==> src/rtl/digitizer_capture_core.sv <==
// Capture engine: packs 16-bit ADC samples into 32-bit AXI-Stream beats through a
// small beat FIFO, one PKT_SIZE-byte packet per START, with a simple register bus.
module digitizer_capture_core #(
    parameter int unsigned FIFO_DEPTH = 16
) (
    input  logic        clk,
    input  logic        resetn,
    input  logic [15:0] sample_data,
    input  logic        sample_valid,
    input  logic [3:0]  reg_addr,
    input  logic        reg_wr,
    input  logic [31:0] reg_wdata,
    input  logic        reg_rd,
    output logic [31:0] reg_rdata,
    output logic [31:0] m_axis_tdata,
    output logic        m_axis_tvalid,
    input  logic        m_axis_tready,
    output logic        m_axis_tlast,
    output logic        busy
);
    localparam int unsigned AW = $clog2(FIFO_DEPTH);

    typedef enum logic [1:0] {S_IDLE, S_CAPTURE, S_DRAIN} state_t;

    state_t        r_state, w_state_nxt;
    logic [31:0]   r_pkt_size;
    logic          r_done, r_ovf;
    logic [29:0]   r_n, r_pair_cnt;
    logic          r_half;
    logic [15:0]   r_lo;
    logic          r_pend, r_pend_last;
    logic [31:0]   r_pend_data;
    logic [31:0]   r_mem      [FIFO_DEPTH];
    logic          r_mem_last [FIFO_DEPTH];
    logic [AW-1:0] r_wr_ptr, r_rd_ptr;
    logic [AW:0]   r_count;
    logic [31:0]   r_rdata;

    logic [29:0]   w_pkt_beats;
    logic          w_start, w_pair_done, w_pair_last;
    logic          w_full, w_push, w_drop, w_valid, w_pop, w_drain_done, w_last;

    assign w_pkt_beats  = r_pkt_size[31:2];
    assign w_start      = reg_wr && (reg_addr == 4'h0) && reg_wdata[0] && (r_state == S_IDLE);
    assign w_pair_done  = (r_state == S_CAPTURE) && sample_valid && r_half;
    assign w_pair_last  = w_pair_done && (r_pair_cnt == r_n - 30'd1);
    assign w_full       = (r_count == (AW+1)'(FIFO_DEPTH));
    assign w_push       = r_pend && !w_full;
    assign w_drop       = r_pend && w_full;
    assign w_valid      = (r_count != '0);
    assign w_pop        = w_valid && m_axis_tready;
    assign w_drain_done = (r_state == S_DRAIN) && !r_pend &&
                          ((r_count == '0) || ((r_count == (AW+1)'(1)) && w_pop));
    // If the closing pair was dropped, the sole remaining entry after capture ends closes the packet.
    assign w_last       = r_mem_last[r_rd_ptr] ||
                          ((r_state == S_DRAIN) && !r_pend && (r_count == (AW+1)'(1)));

    assign m_axis_tvalid = w_valid;
    assign m_axis_tdata  = w_valid ? r_mem[r_rd_ptr] : '0;
    assign m_axis_tlast  = w_valid && w_last;
    assign busy          = (r_state != S_IDLE);
    assign reg_rdata     = r_rdata;

    always_ff @(posedge clk or negedge resetn) begin
        if (!resetn) r_state <= S_IDLE;
        else         r_state <= w_state_nxt;
    end

    always_comb begin
        w_state_nxt = r_state;
        case (r_state)
            S_IDLE:    if (w_start && (w_pkt_beats != '0)) w_state_nxt = S_CAPTURE;
            S_CAPTURE: if (w_pair_last)                    w_state_nxt = S_DRAIN;
            S_DRAIN:   if (w_drain_done)                   w_state_nxt = S_IDLE;
            default:                                       w_state_nxt = S_IDLE;
        endcase
    end

    always_ff @(posedge clk or negedge resetn) begin
        if (!resetn) begin
            r_pkt_size <= '0;
            r_done     <= 1'b0;
            r_ovf      <= 1'b0;
            r_rdata    <= '0;
        end else begin
            if (reg_wr && (reg_addr == 4'h8)) r_pkt_size <= reg_wdata;
            if (w_start) begin
                r_done <= (w_pkt_beats == '0);
                r_ovf  <= 1'b0;
            end else begin
                if (reg_wr && (reg_addr == 4'h4) && reg_wdata[1]) r_done <= 1'b0;
                if (reg_wr && (reg_addr == 4'h4) && reg_wdata[2]) r_ovf  <= 1'b0;
                if (w_drain_done) r_done <= 1'b1;
                if (w_drop)       r_ovf  <= 1'b1;
            end
            if (reg_rd) begin
                case (reg_addr)
                    4'h4:    r_rdata <= {29'd0, r_ovf, r_done, busy};
                    4'h8:    r_rdata <= r_pkt_size;
                    default: r_rdata <= '0;
                endcase
            end else begin
                r_rdata <= '0;
            end
        end
    end

    always_ff @(posedge clk or negedge resetn) begin
        if (!resetn) begin
            r_n         <= '0;
            r_pair_cnt  <= '0;
            r_half      <= 1'b0;
            r_lo        <= '0;
            r_pend      <= 1'b0;
            r_pend_last <= 1'b0;
            r_pend_data <= '0;
        end else begin
            r_pend <= w_pair_done;
            if (w_start) begin
                r_n        <= w_pkt_beats;
                r_pair_cnt <= '0;
                r_half     <= 1'b0;
            end else if ((r_state == S_CAPTURE) && sample_valid) begin
                if (!r_half) begin
                    r_lo   <= sample_data;
                    r_half <= 1'b1;
                end else begin
                    r_half      <= 1'b0;
                    r_pair_cnt  <= r_pair_cnt + 30'd1;
                    r_pend_data <= {sample_data, r_lo};
                    r_pend_last <= w_pair_last;
                end
            end
        end
    end

    always_ff @(posedge clk) begin
        if (w_push) begin
            r_mem[r_wr_ptr]      <= r_pend_data;
            r_mem_last[r_wr_ptr] <= r_pend_last;
        end
    end

    always_ff @(posedge clk or negedge resetn) begin
        if (!resetn) begin
            r_wr_ptr <= '0;
            r_rd_ptr <= '0;
            r_count  <= '0;
        end else begin
            if (w_push) r_wr_ptr <= r_wr_ptr + 1'b1;
            if (w_pop)  r_rd_ptr <= r_rd_ptr + 1'b1;
            case ({w_push, w_pop})
                2'b10:   r_count <= r_count + 1'b1;
                2'b01:   r_count <= r_count - 1'b1;
                default: r_count <= r_count;
            endcase
        end
    end
endmodule

==> config.mk <==
export PLATFORM = sky130hd
export DESIGN_NAME = digitizer_capture_core
export DESIGN_NICKNAME = d
export VERILOG_FILES = /design/src/rtl/digitizer_capture_core.sv
export SDC_FILE = /design/constraint.sdc
export NUM_CORES = 1
export LEC_CHECK = 0
export ABC_AREA = 1
export CAP_MARGIN = 10
export CORE_ASPECT_RATIO = 2
export CORE_MARGIN = 2
export CORE_UTILIZATION = 30
export DETAILED_ROUTE_END_ITERATION = 6
export HOLD_SLACK_MARGIN = 0.03
export SETUP_SLACK_MARGIN = 0.3
export SLEW_MARGIN = 20
export SYNTH_ARGS = -nofsm -noshare
export SYNTH_HDL_FRONTEND = slang
export SYNTH_SLANG_ARGS = --single-unit
==> constraint.sdc <==
create_clock -name clk -period 6 [get_ports clk]
set_input_delay 0.6 -clock clk [delete_from_list [all_inputs] [get_ports clk]]
set_output_delay 0.6 -clock clk [all_outputs]
set_load 0.1 [all_outputs]
==> results of run 1 <==
[cell usage after synthesis (4+ instances only)]
master / instances / area share
clkbuf_1: 109 / 0.014
nor2_1: 472 / 0.060
nand2_2: 4 / 0.00085
o21ai_1: 9 / 0.0015
dfrtp_1: 192 / 0.16
nor2_4: 4 / 0.0015
buf_2: 18 / 0.0030
a31oi_1: 4 / 0.00085
nor3_1: 14 / 0.0024
xor2_1: 22 / 0.0065
o221ai_1: 92 / 0.027
inv_1: 149 / 0.019
ha_1: 11 / 0.0047
edfxtp_1: 528 / 0.54
nand3_1: 86 / 0.015
a21oi_1: 83 / 0.014
buf_4: 6 / 0.0015
nand2_1: 284 / 0.036
xnor2_1: 15 / 0.0044
nor4_1: 8 / 0.0017
nand3b_1: 5 / 0.0013
inv_2: 5 / 0.00063
nor2_2: 8 / 0.0017
buf_1: 8 / 0.0010
nand4_1: 17 / 0.0036
o22ai_1: 43 / 0.0091
o21ai_0: 365 / 0.062
[worst min-delay path by stage]
| stage | end | slack, ps |
|---|---|---|
| 5_1_grt | reg_rdata[1] | 130 |
| 6_report | r_pkt_size[0] | 60 |
| 3_3_place_gp | r_pend_data[8] | 460 |
| 2_1_floorplan | r_count[0] | 300 |
| 4_1_cts | r_pend_data[12] | 50 |
| 3_5_place_dp | r_pend_data[13] | 470 |
[metal layers]
metal | global-route usage | wire [um]
met1 | 0.176 | 30400
met2 | 0.299 | 43500
met3 | 0.0275 | 4130
met4 | 0.0690 | 3120
met5 | 0 | 31
[layout by cell type, fill, tap and decap left out, types with 3 or more instances in the layout]
| cell | n |
|---|---|
| a21oi_1 | 83 |
| a31oi_1 | 4 |
| buf_12 | 5 |
| buf_4 | 39 |
| bufinv_16 | 7 |
| clkbuf_1 | 8 |
| clkbuf_16 | 68 |
| clkbuf_8 | 3 |
| clkdlybuf4s50_1 | 117 |
| clkinv_1 | 12 |
| clkinv_2 | 12 |
| clkinvlp_4 | 6 |
| dfrtp_1 | 189 |
| edfxtp_1 | 528 |
| ha_1 | 11 |
| inv_1 | 147 |
| inv_2 | 6 |
| inv_6 | 4 |
| nand2_1 | 281 |
| nand2_2 | 6 |
| nand3_1 | 85 |
| nand3_2 | 4 |
| nand3b_1 | 5 |
| nand4_1 | 17 |
| nor2_1 | 455 |
| nor2_2 | 8 |
| nor2_4 | 21 |
| nor3_1 | 14 |
| nor3_2 | 3 |
| nor4_1 | 8 |
| o21ai_0 | 365 |
| o21ai_1 | 9 |
| o21bai_1 | 3 |
| o221ai_1 | 92 |
| o22ai_1 | 43 |
| xnor2_1 | 15 |
| xor2_1 | 22 |
[where the power goes]
part	switching, mW	internal [mW]	total [mW]
Combinational	5.06	1.78	6.84
Clock	1.95	2.45	4.41
Sequential	0.588	5.93	6.51
Total	7.60	10.2	17.8
[cell type report]
class,instances,area [um2],area share
Tap cell,1312,1640,0.0474
Multi-Input combinational cell,1572,7900,0.228
Clock inverter,43,488,0.0141
Timing Repair Buffer,162,1580,0.0455
Clock buffer,79,1770,0.0510
Inverter,157,596,0.0172
Sequential cell,720,20700,0.597
Antenna cell,1,2.50,0.0000722
[worst max-delay path: stages (launching register included)]
cell and delay, ps:
dfrtp_4 520, inv_6 620, buf_4 380, o21ai_0 120, o22ai_1 160, o211ai_1 130
nand3_1 280, nand2_1 110, inv_1 60, clkdlybuf4s50_1 1120
[logic make-up (layout without fill, tap and decap cells)]
group	Yosys count	in the layout
buffers and inverters	298	441
AOI/OAI and AO/OA	605	605
xor gates and xnor gates	37	37
muxes	2	2
DFF	720	720
adders and majority gates	11	11
and+or+nand+nor	917	917
other	0	1
[registers in the layout, indices dropped and copies added (netlist names), 2 cells and up]
| signal | flops |
|---|---|
| r_mem | 512 |
| r_wr_ptr | 4 |
| r_pend_data | 32 |
| reg_rdata | 32 |
| r_rd_ptr | 4 |
| r_pair_cnt | 30 |
| r_pkt_size | 32 |
| r_mem_last | 16 |
| r_count | 5 |
| r_n | 30 |
| r_state | 2 |
| r_lo | 16 |
==> flow_summary.json, run 1 <==
{
  "ff2ff_setup_slack_ps": 2550,
  "power_mw": 17.8,
  "synthToLayoutAreaGrowth_pct": 17.1,
  "grt_max_degree": 177,
  "criticalPathCategory": "register to primary output",
  "gr-total-overflow": 0,
  "async_reset_ff_frac": 0.267,
  "slew-limit-headroom": 0.261,
  "finalSetupViolations": 0,
  "remaining_drc_errors": 0,
  "ys_warn_count": 0,
  "crit_path_end_kind": "primary output",
  "fin_util": 0.355,
  "drt_iter0_drc": 1458,
  "synth_edf_count": 528,
  "synth_nets": 2659,
  "coreArea_um2": 97700,
  "ys_types": 44,
  "design_area_um2": 34600,
  "hold_viol": 0,
  "synth_seq_cells": 720,
  "drv_slew": 0,
  "place_ws_ps": 1840,
  "endpoint": "m_axis_tlast",
  "finClkSkew_ps": 17.7,
  "gp_congestion": 0.877,
  "fin_tns_setup_ps": 0,
  "yosysSeqAreaShare": 0.698,
  "fin_hold_ws_ps": 56.2,
  "die_h_um": 448,
  "grt_usage": 0.160,
  "detail-route-antenna-nets": 0,
  "path_max_fanout": 131,
  "pin_count": 125,
  "finalNetCount": 2749,
  "wire_per_inst_um": 20.1,
  "clock_sinks": 720,
  "fmax_ghz": 0.205,
  "arrival_ps": 4280,
  "p_leak_nw": 13.0,
  "synth_top_family_by_area": "simple AND/OR/NAND/NOR gates",
  "timing.final.crit_share": 0.813,
  "grt_pass1_vias": 19816,
  "synth_fa_ha_area_frac": 0.00465,
  "worst_pin_slew_ps": 1110,
  "grt_first_pass_wirelength_um": 121000,
  "cp-startpoint": "r_rd_ptr[0]",
  "synthXorXnorAreaFrac": 0.0110,
  "num_rows": 162,
  "crit_required_ps": 5400,
  "drive_gt1_frac": 0.0772,
  "vias": 20000,
  "io_buffers": 124,
  "firstDrtPassIters": 5,
  "die_area_um2": 101000,
  "worstSetupStartpointType": "register",
  "antenna_found_initial": 3,
  "reg2reg_to": "r_count[4]",
  "synthesis.area_um2": 29600,
  "clk_pin_slew_ps": 70,
  "peakVddDrop_mv": 0.388,
  "synth_compound_area_frac": 0.117,
  "start_util": 0.303,
  "rr_startpoint": "r_count[1]",
  "dpl_cell_area_um2": 32400,
  "vias_per_cell": 4.94,
  "dp.cells": 3923,
  "cts_root_buf": "clkbuf_16",
  "drv_cap": 0,
  "outcome": "complete, no violations",
  "fin_ws_ps": 1120,
  "cts_hold_buf": 0,
  "synth_simple_gate_area_frac": 0.129,
  "fin_crit_ps": 4880,
  "rsz0062_at_grt": "no",
  "clk_latency_ps": 640,
  "hold_path.class": "input port to async pin",
  "muxShareOfSynthArea": 0.000761,
  "synth_flop_cell": "edfxtp_1",
  "syn_avg_cell_area_um2": 11.4,
  "stdcell_count": 4046,
  "postRouteWirelength_um": 81200,
  "dpl.hpwl_um": 48900,
  "clk_path_buf_depth": 3,
  "htreeDepth": 3,
  "cts-buffers-inserted": 67,
  "rr_worst_depth": 14,
  "die_width_um": 226,
  "p_per_area_nw_per_um2": 513,
  "postCtsResizedCells": 0,
  "syn_inst": 2590,
  "post_cts_buffers": 0,
  "cts_tree": "built",
  "fill_cells": 9696
}
(Power assumes the default switching activity.)
==> inputs of run 2 (changes only) <==
==> constraint.sdc (replaced) <==
create_clock -name clk -period 4.5 [get_ports clk]
set_input_delay 0.45 -clock clk [delete_from_list [all_inputs] [get_ports clk]]
set_output_delay 0.45 -clock clk [all_outputs]
set_load 0.1 [all_outputs]
==> run 2 against run 1 <==
Worst hold slack gained 320 ps. Worst setup slack worse by 390 ps. Die area unchanged. Clock-buffer cell count fell by 8. Sequential share of layout area grew 0.29 points. Total power increased by 31%. Clock power up 18%. First-iteration DRC count shrank 0.96%. Utilization decreased by 0.17 points. Largest cell class unchanged. Largest power group unchanged. Highest routed layer is now met4.
==> flow_summary.json, run 2 (same netlist as run 1, synthesis figures left out) <==
{
  "peakVddDrop_mv": 0.458,
  "fin_tns_setup_ps": 0,
  "fin_hold_ws_ps": 377,
  "grt_max_degree": 162,
  "p_leak_nw": 13.0,
  "outcome": "complete, no violations",
  "worstPathCellList": "inv_6 -> buf_4 -> o21ai_0 -> o22ai_1 -> nor2_1 -> nor2_1 -> o21ai_0 -> a21oi_1 -> buf_4",
  "arrival_ps": 3320,
  "stdcell_count": 4043,
  "rr_startpoint": "r_count[0]",
  "drv_cap": 0,
  "gr-total-overflow": 0,
  "slew-limit-headroom": 0.333,
  "postCtsResizedCells": 0,
  "hold_depth": 3,
  "design_area_um2": 34500,
  "highest-signal-layer": "met4",
  "fin_crit_ps": 3770,
  "fin_util": 0.353,
  "vias": 20064,
  "cts_hold_buf": 1,
  "io_buffers": 124,
  "grt_usage": 0.161,
  "clock_sinks": 720,
  "postRouteWirelength_um": 82300,
  "cts_root_buf": "clkbuf_16",
  "fill_cells": 9730,
  "wire_per_inst_um": 20.3,
  "start_util": 0.303,
  "dpl.hpwl_um": 49900,
  "rr_worst_depth": 10,
  "coreArea_um2": 97700,
  "synthToLayoutAreaGrowth_pct": 16.5,
  "dpl_cell_area_um2": 32500,
  "wl_met1_um": 30500,
  "die_h_um": 448,
  "die_area_um2": 101000,
  "path_max_fanout": 79,
  "grt_first_pass_wirelength_um": 122000,
  "holdCritStartpoint": "reg_wdata[15]",
  "drv_slew": 0,
  "wl_met2_um": 44100,
  "cts-buffers-inserted": 58,
  "drive_gt1_frac": 0.0861,
  "top_register": "r_mem",
  "antenna_found_initial": 1,
  "worst_pin_slew_ps": 997,
  "layout_commonest_cell": "edfxtp_1",
  "dp.cells": 3931,
  "clk_latency_ps": 640,
  "power_mw": 23.2,
  "timing.final.crit_share": 0.837,
  "reg2reg_to": "r_mem[4][12]",
  "clk_path_buf_depth": 3,
  "clk_pin_slew_ps": 70,
  "remaining_drc_errors": 0,
  "min_to": "r_pkt_size[15]",
  "cts_tree": "built",
  "hold_path.class": "input port to register",
  "crit_required_ps": 4050,
  "gp_congestion": 0.857,
  "largest_reg_flops": 512,
  "drt_iter0_drc": 1444,
  "fin_ws_ps": 732,
  "firstDrtPassIters": 6,
  "crit_path_end_kind": "primary output",
  "p_per_area_nw_per_um2": 674,
  "pin_count": 125,
  "htreeDepth": 2,
  "finClkSkew_ps": 27.7,
  "worstSetupStartpointType": "register",
  "place_ws_ps": 1400,
  "final_cell_mix": "edfxtp_1 (528), nor2_1 (455), o21ai_0 (365)",
  "fmax_ghz": 0.265,
  "rsz0062_at_grt": "no",
  "vias_per_cell": 4.96,
  "grt_pass1_vias": 19858,
  "finalSetupViolations": 0,
  "post_cts_buffers": 0,
  "slowest_stage": "dfrtp_4",
  "hold_viol": 0,
  "met3WireLength_um": 3600,
  "die_width_um": 226,
  "num_rows": 162,
  "detail-route-antenna-nets": 0,
  "criticalPathCategory": "register to primary output",
  "ff2ff_setup_slack_ps": 1510,
  "finalNetCount": 2749,
  "slowest_delay_ps": 530
}
[run 2: worst max-delay path by stage]
stage                     cells after the start  slack, ps         from                to
after detailed placement                      9       1400  r_rd_ptr[0]  m_axis_tdata[17]
final                                         9        730  r_rd_ptr[0]  m_axis_tdata[17]
after global placement                        8       1340  r_rd_ptr[1]   m_axis_tdata[8]
after floorplan                               9       1220  r_rd_ptr[0]  m_axis_tdata[17]
after global routing                          9        550  r_rd_ptr[0]  m_axis_tdata[17]
after CTS                                     9        710  r_rd_ptr[0]  m_axis_tdata[17]
[run 2: final cells by class]
class | instances | area (um2) | area share
Sequential cell | 720 | 20700 | 0.600
Timing Repair Buffer | 171 | 1740 | 0.0506
Antenna cell | 1 | 2.50 | 0.0000726
Clock inverter | 39 | 368 | 0.0107
Tap cell | 1312 | 1640 | 0.0476
Multi-Input combinational cell | 1572 | 7900 | 0.229
Inverter | 157 | 597 | 0.0173
Clock buffer | 71 | 1560 | 0.0452
[run 2: worst max-delay path, delay by kind of cell, from the launching register on]
family	cells	cell delay (ps)
AND/OR/NAND/NOR	2	160
buffers and inverters	3	1260
flip-flops	1	530
AO/OA/AOI/OAI	4	720
[run 2: per-layer routing]
metal / track usage / vias to the layer above
met5: 0 / -
met4: 0.0783 / 0
met3: 0.0181 / 167
met2: 0.305 / 609
met1: 0.175 / 9981
li1: - / 9307
[run 2: power breakdown]
group,switching (mW),internal (mW)
clock network,2.48,2.74
registers,0.732,7.90
logic,6.95,2.45
total,10.2,13.1
